`config.mk`:
```
export PLATFORM = sky130hd
export DESIGN_NAME = fetch_controller_flat
export DESIGN_NICKNAME = d
export VERILOG_FILES = /design/src/rtl/fetch_pkg.sv /design/src/rtl/fetch_controller_if.sv /design/src/rtl/return_stack.sv /design/src/rtl/fetch_controller.sv /design/src/flat_wrapper.sv
export SDC_FILE = /design/constraint.sdc
export NUM_CORES = 1
export LEC_CHECK = 0
export ABC_CLOCK_PERIOD_IN_PS = 3600
export BUFFER_PORTS_ARGS = -buffer_cell sky130_fd_sc_hd__clkbuf_2
export CELL_PAD_IN_SITES_DETAIL_PLACEMENT = 0
export CELL_PAD_IN_SITES_GLOBAL_PLACEMENT = 1
export CORE_UTILIZATION = 47
export CTS_CLUSTER_SIZE = 16
export DETAILED_ROUTE_END_ITERATION = 10
export PLACE_DENSITY = 0.82
export SYNTH_ARGS = -nofsm -noshare
export SYNTH_HDL_FRONTEND = slang
export SYNTH_SLANG_ARGS = --single-unit
```
`constraint.sdc`:
```
create_clock -name clk -period 3.6 [get_ports clk]
set_input_delay 0 -clock clk [delete_from_list [all_inputs] [get_ports clk]]
set_output_delay 0 -clock clk [all_outputs]
set_load 0.02 [all_outputs]
```
`src/rtl/fetch_pkg.sv`:
```
// Shared definitions for the instruction fetch slice.
//   PC_W            program-counter / ROM address width
//   INSTR_W         instruction word width
//   DEF_STACK_DEPTH default return-stack depth (power of two)
//   fsm_state_t     fetch controller state encoding
package fetch_pkg;

  localparam int unsigned PC_W            = 11;
  localparam int unsigned INSTR_W         = 14;
  localparam int unsigned DEF_STACK_DEPTH = 8;

  typedef enum logic [0:0] {
    BOOT = 1'b0,
    RUN  = 1'b1
  } fsm_state_t;

endpackage

```
`src/rtl/fetch_controller_if.sv`:
```
// Bus bundle between the fetch controller, its program ROM and the
// execute stage.
//   rom_addr/rom_data             combinational program-memory port
//   stall/jump/call/ret/skip      flow-control requests from execute
//   target                        jump/call destination
//   ir/ir_valid/ir_pc             fetched instruction and its address
//   stk_ovf/stk_unf               sticky return-stack error flags
// modport master: the fetch controller; modport slave: its environment.
interface fetch_controller_if;
  import fetch_pkg::*;

  logic [PC_W-1:0]    rom_addr;
  logic [INSTR_W-1:0] rom_data;
  logic               stall;
  logic               jump;
  logic               call;
  logic               ret;
  logic               skip;
  logic [PC_W-1:0]    target;
  logic [INSTR_W-1:0] ir;
  logic               ir_valid;
  logic [PC_W-1:0]    ir_pc;
  logic               stk_ovf;
  logic               stk_unf;

  modport master (
    output rom_addr, ir, ir_valid, ir_pc, stk_ovf, stk_unf,
    input  rom_data, stall, jump, call, ret, skip, target
  );

  modport slave (
    input  rom_addr, ir, ir_valid, ir_pc, stk_ovf, stk_unf,
    output rom_data, stall, jump, call, ret, skip, target
  );

endinterface

```
`src/rtl/return_stack.sv`:
```
// Circular return-address stack.
//   clk, rst_n  clock / async active-low reset (storage itself is not reset)
//   push        write push_addr at sp, advance sp
//   pop         retreat sp; top presents the entry being popped
//   push_addr   return address to store
//   top         entry at sp-1 (combinational)
//   ovf, unf    sticky overflow / underflow flags, cleared only by reset
// push and pop must not be asserted together.
module return_stack
  import fetch_pkg::*;
#(
  parameter int unsigned DEPTH = DEF_STACK_DEPTH
) (
  input  logic            clk,
  input  logic            rst_n,
  input  logic            push,
  input  logic            pop,
  input  logic [PC_W-1:0] push_addr,
  output logic [PC_W-1:0] top,
  output logic            ovf,
  output logic            unf
);

  localparam int unsigned PTR_W = (DEPTH > 1) ? $clog2(DEPTH) : 1;
  localparam logic [PTR_W:0] FULL = (PTR_W + 1)'(DEPTH);

  logic [PC_W-1:0]  mem [DEPTH];
  logic [PTR_W-1:0] sp;
  logic [PTR_W-1:0] sp_dec;
  logic [PTR_W:0]   count;

  // DEPTH is a power of two, so the pointer wraps by natural overflow.
  assign sp_dec = sp - 1'b1;
  assign top    = mem[sp_dec];

  always_ff @(posedge clk) begin
    if (push) begin
      mem[sp] <= push_addr;
    end
  end

  // Occupancy saturates at DEPTH on overflow and at zero on underflow; the
  // pointer keeps moving so the oldest entry is overwritten / re-read.
  always_ff @(posedge clk or negedge rst_n) begin
    if (!rst_n) begin
      sp    <= '0;
      count <= '0;
      ovf   <= 1'b0;
      unf   <= 1'b0;
    end else if (push) begin
      sp <= sp + 1'b1;
      if (count == FULL) begin
        ovf <= 1'b1;
      end else begin
        count <= count + 1'b1;
      end
    end else if (pop) begin
      sp <= sp_dec;
      if (count == '0) begin
        unf <= 1'b1;
      end else begin
        count <= count - 1'b1;
      end
    end
  end

endmodule

```
`src/rtl/fetch_controller.sv`:
```
// Instruction fetch controller: owns the PC, the instruction register and
// the BOOT/RUN sequencer; return addresses live in return_stack.
//   clk, rst_n  clock / async active-low reset
//   bus         fetch_controller_if.master (ROM port, flow control, IR out)
// Redirect priority when not stalled: ret > call > jump > skip. Every
// redirect or skip turns the word fetched in that cycle into a bubble.
module fetch_controller
  import fetch_pkg::*;
#(
  parameter logic [PC_W-1:0] RESET_VECTOR = 11'h000,
  parameter int unsigned     STACK_DEPTH  = DEF_STACK_DEPTH
) (
  input logic                clk,
  input logic                rst_n,
  fetch_controller_if.master bus
);

  fsm_state_t      state;
  logic [PC_W-1:0] pc;
  logic [PC_W-1:0] pc_inc;
  logic [PC_W-1:0] pc_next;
  logic [PC_W-1:0] ret_addr;
  logic            fetch_en;
  logic            do_ret;
  logic            do_call;
  logic            do_jump;
  logic            do_skip;

  assign bus.rom_addr = pc;
  assign pc_inc       = pc + 1'b1;

  assign fetch_en = (state == RUN) && !bus.stall;
  assign do_ret   = fetch_en && bus.ret;
  assign do_call  = fetch_en && bus.call && !bus.ret;
  assign do_jump  = fetch_en && bus.jump && !bus.ret && !bus.call;
  assign do_skip  = fetch_en && bus.skip && !bus.ret && !bus.call && !bus.jump;

  always_comb begin
    pc_next = pc_inc;
    if (do_ret) begin
      pc_next = ret_addr;
    end else if (do_call || do_jump) begin
      pc_next = bus.target;
    end
  end

  return_stack #(
    .DEPTH(STACK_DEPTH)
  ) u_stack (
    .clk      (clk),
    .rst_n    (rst_n),
    .push     (do_call),
    .pop      (do_ret),
    .push_addr(pc),
    .top      (ret_addr),
    .ovf      (bus.stk_ovf),
    .unf      (bus.stk_unf)
  );

  always_ff @(posedge clk or negedge rst_n) begin
    if (!rst_n) begin
      state        <= BOOT;
      pc           <= RESET_VECTOR;
      bus.ir       <= '0;
      bus.ir_pc    <= '0;
      bus.ir_valid <= 1'b0;
    end else begin
      case (state)
        BOOT: state <= RUN;
        RUN: begin
          if (fetch_en) begin
            bus.ir       <= bus.rom_data;
            bus.ir_pc    <= pc;
            bus.ir_valid <= !(do_ret || do_call || do_jump || do_skip);
            pc           <= pc_next;
          end
        end
        default: state <= BOOT;
      endcase
    end
  end

endmodule

```
`src/flat_wrapper.sv`:
```
// flat-port wrapper written by rule: the top's interface ports become plain ports
module fetch_controller_flat import fetch_pkg::*;
#(
  parameter logic [PC_W-1:0] RESET_VECTOR = 11'h000,
  parameter int unsigned     STACK_DEPTH  = DEF_STACK_DEPTH
)
  (clk, rst_n, bus_rom_addr, bus_ir, bus_ir_valid, bus_ir_pc, bus_stk_ovf, bus_stk_unf, bus_rom_data, bus_stall, bus_jump, bus_call, bus_ret, bus_skip, bus_target);
  fetch_controller_if bus_i ();
  input logic clk;
  input logic rst_n;
  output wire logic [$bits(bus_i.rom_addr)-1:0] bus_rom_addr;
  output wire logic [$bits(bus_i.ir)-1:0] bus_ir;
  output wire logic [$bits(bus_i.ir_valid)-1:0] bus_ir_valid;
  output wire logic [$bits(bus_i.ir_pc)-1:0] bus_ir_pc;
  output wire logic [$bits(bus_i.stk_ovf)-1:0] bus_stk_ovf;
  output wire logic [$bits(bus_i.stk_unf)-1:0] bus_stk_unf;
  input wire logic [$bits(bus_i.rom_data)-1:0] bus_rom_data;
  input wire logic [$bits(bus_i.stall)-1:0] bus_stall;
  input wire logic [$bits(bus_i.jump)-1:0] bus_jump;
  input wire logic [$bits(bus_i.call)-1:0] bus_call;
  input wire logic [$bits(bus_i.ret)-1:0] bus_ret;
  input wire logic [$bits(bus_i.skip)-1:0] bus_skip;
  input wire logic [$bits(bus_i.target)-1:0] bus_target;
  assign bus_rom_addr = bus_i.rom_addr;
  assign bus_ir = bus_i.ir;
  assign bus_ir_valid = bus_i.ir_valid;
  assign bus_ir_pc = bus_i.ir_pc;
  assign bus_stk_ovf = bus_i.stk_ovf;
  assign bus_stk_unf = bus_i.stk_unf;
  assign bus_i.rom_data = bus_rom_data;
  assign bus_i.stall = bus_stall;
  assign bus_i.jump = bus_jump;
  assign bus_i.call = bus_call;
  assign bus_i.ret = bus_ret;
  assign bus_i.skip = bus_skip;
  assign bus_i.target = bus_target;
  fetch_controller #(.RESET_VECTOR(RESET_VECTOR), .STACK_DEPTH(STACK_DEPTH)) u_core (.clk(clk), .rst_n(rst_n), .bus(bus_i));
endmodule
```
==> reports/qor.yml <==
route:
  drt_iter0_drc: 272
  via_count: 3732
  first_pass_iters: 6
  routedWlPerCell_um: 19.0
  detail-route-antenna-nets: 0
  drc: 0
  vias_per_cell: 5.64
  wirelength_um: 12600
global_route:
  grt_max_degree: 48
  grtUsageTotal: 0.214
  overflow: 0
  grt_pass1_wl_um: 19800
  grt_pass1_vias: 3779
  antenna_found_initial: 0
cts:
  cts.sinks: 135
  cts_tree: "built"
  clockBufferDepth: 2
  cts-buffers-inserted: 17
  h-tree-depth: 4
  root_buffer: "clkbuf_16"
  clk-insertion-delay-late_ns: 0.41
  path_clk_slew_ns: 0.06
timing:
  setup_viol: 0
  rsz0062_at_grt: "false"
  timing.final.crit_share: 0.734
  setup_slack_ns: 0.958
  post-route-min-period_ns: 2.64
  maxSlewHeadroom: 0.308
  tightest_slew_ns: 1.04
  maxClockFrequency_ghz: 0.379
  fin_worst_skew_ns: 0.00867
  maxSlewViolCount: 0
  hold_violations: 0
  whs_ns: 0.0248
  setup-tns-final_ns: 0
worst_setup_path:
  crit_path_end_kind: "flip-flop"
  cp_top_family: "multiplexers"
  slowest_delay_ns: 0.62
  path_cells: "inv_1 -> ha_1 -> xor2_4 -> mux4_1 -> nand2_1 -> a21oi_1 -> a211o_1"
  arrival_ns: 2.94
  crit_slowest_cell: "mux4_1"
  cp-start-kind: "flip-flop"
  path_buf_inv: 1
  critPathKind: "reg2reg"
  reg2reg_depth: 7
  required_ns: 3.90
  crit_fanout: 13
  cp_num_cells: 7
power:
  p_switching_w: 0.00199
  p_int_w: 0.00366
  power_density_nw_per_um2: 805
  p_leak_nw: 2.85
  power_w: 0.00566
  pwr-share-comb: 0.300
  switching_share: 0.352
  ir_worst_vdd_v: 0.000389
  clkPwrFrac: 0.287
  p_seq_frac: 0.414
synthesis:
  yosysUniqueCellTypes: 50
  ys_top_cells_by_count: "88 x edfxtp_1, 88 x nand2_1, 47 x dfrtp_1"
  syn_area_um2: 5660
  ys_async_sr_fraction: 0.348
  ys_warn_count: 0
  yosys.area.top_type: "edfxtp_1"
  yosysSeqAreaShare: 0.675
  synth_area_leaders: "edfxtp_1 47%, dfrtp_1 21%, mux4_2 6.4%, nand2_1 5.8%, mux4_1 2.3%"
  syn_area_per_cell_um2: 14.2
  ys_ff_latch: 135
  synth_top_area_frac: 0.467
  syn_inst: 399
  synth_edf_count: 88
  synth_nets: 436
  synth_ff_type: "edfxtp_1"
cells_and_area:
  n_fill_cell: 845
  multiInputGateArea_um2: 1750
  layout-drive-gt1-share: 0.283
  regArea_um2: 3820
  antenna_cells: 0
  areaGrowthSynthToFinish_pct: 24.1
  nets: 543
die:
  floorplan.initialDensity: 0.489
  die-area_um2: 12500
  fp.dieH_um: 112
  row_count: 39
  fp.dieW_um: 112
  ios: 71
  core_um2: 11600
placement:
  io_buffers: 70
  place_ws_ns: 0.983
  hpwl_um: 7920
  gp_congestion: 0.812
outcome:
  status: "complete, no violations"
hold_path:
  hp-class: "in2reg"
  whs_path_depth: 5
flow_run:
  cap_violations: 0
-- through the flow --
stage,utilization,cell area [um2],std cells
floorplan,-,5660,399
global placement,0.538,6220,606
detailed placement,0.538,6220,606
CTS,0.607,7020,662
global route,0.607,7020,662
finish,0.607,7020,662
-- power by group through the flow --
stage,registers (W),clock network (W),logic [W]
floorplan,0.00239,0,0.00111
global placement,0.00235,0,0.00163
detailed placement,0.00236,0,0.00167
CTS,0.00234,0.00164,0.00171
global route,0.00239,0.00171,0.00182
finish,0.00234,0.00162,0.00170
-- worst paths after layout --
kind / start / end / slack, ns
min reg2reg: u_core.u_stack.unf / u_core.u_stack.unf / 0.46
max: u_core.u_stack.sp[1] / u_core.bus.rom_addr[5] / 0.96
max reg2reg: u_core.u_stack.sp[1] / u_core.bus.rom_addr[5] / 0.96
min in group asynchronous: rst_n / u_core.u_stack.count[2] / 0.22
max in group asynchronous: rst_n / u_core.bus.rom_addr[9] / 2.96
min: bus_target[0] / u_core.bus.rom_addr[0] / 0.02
-- layer usage --
metal  wire length, um  up-vias  track usage
li1                  -     1694            -
met1              5440     1849        0.292
met2              6020      174        0.335
met3               947       15       0.0523
met4               146        0       0.0775
met5                 0        -            0
-- registers in the layout, indices dropped and copies added, names as in the netlist --
name                  count
u_core.u_stack.ovf        1
u_core.u_stack.count      4
u_core.bus.rom_addr      11
u_core.bus.ir_valid       1
u_core.bus.ir            14
u_core.u_stack.mem       88
u_core.u_stack.unf        1
u_core.bus.ir_pc         11
u_core.state              1
u_core.u_stack.sp         3
-- worst reg2reg max path: stages (launching register included) --
cell and delay (ns):
dfrtp_1 0.44, inv_1 0.17, ha_1 0.30, xor2_4 0.55
mux4_1 0.63, nand2_1 0.10, a21oi_1 0.07, a211o_1 0.28
-- layout make-up --
type	count	share of cell area
Timing Repair Buffer	109	0.100
Tap cell	143	0.0255
Clock buffer	17	0.0606
Multi-Input combinational cell	241	0.250
Clock inverter	15	0.0191
Sequential cell	135	0.544
Inverter	2	0.00107
-- placed cells by master (no fill, tap or decap), types with 2 or more instances in the layout --
cell | Yosys | final
a31o_2 | 2 | 2
a21oi_1 | 11 | 11
dlygate4sd3_1 | 0 | 24
a211o_1 | 3 | 3
a221oi_1 | 2 | 2
inv_8 | 0 | 3
mux2i_1 | 10 | 10
and4_1 | 2 | 2
xor2_1 | 4 | 4
xnor2_1 | 6 | 6
nand3_1 | 4 | 4
dfrtp_1 | 47 | 47
nand2_1 | 88 | 88
a31oi_1 | 2 | 2
nand2b_1 | 2 | 2
or3_1 | 2 | 2
mux2_2 | 4 | 4
inv_6 | 0 | 7
clkbuf_2 | 0 | 70
clkinvlp_4 | 0 | 4
nor2_1 | 19 | 19
clkbuf_16 | 0 | 17
o21ai_0 | 15 | 15
edfxtp_1 | 88 | 88
nor3_1 | 12 | 12
nand4_1 | 2 | 2
inv_1 | 2 | 2
mux4_1 | 5 | 5
mux4_2 | 16 | 16
buf_4 | 1 | 15
nor4_2 | 0 | 2
o221ai_1 | 2 | 2
ha_1 | 5 | 5
and3_1 | 2 | 2
-- logic make-up after synthesis --
logic type | synth area share
mux | 0.113
flops | 0.675
simple gates | 0.111
fa+ha+maj | 0.0111
xor+xnor | 0.0203
buf+inv | 0.0179
other cells | 0.000663
compound gates | 0.0513
-- what timing repair did --
action / CTS / global route
gates resized for setup: 0 / 0
endpoints found under the hold margin: 70 / 0
hold buffers: 24 / 0
setup buffers: 0 / 0
Power figures use the tool's default switching activity.
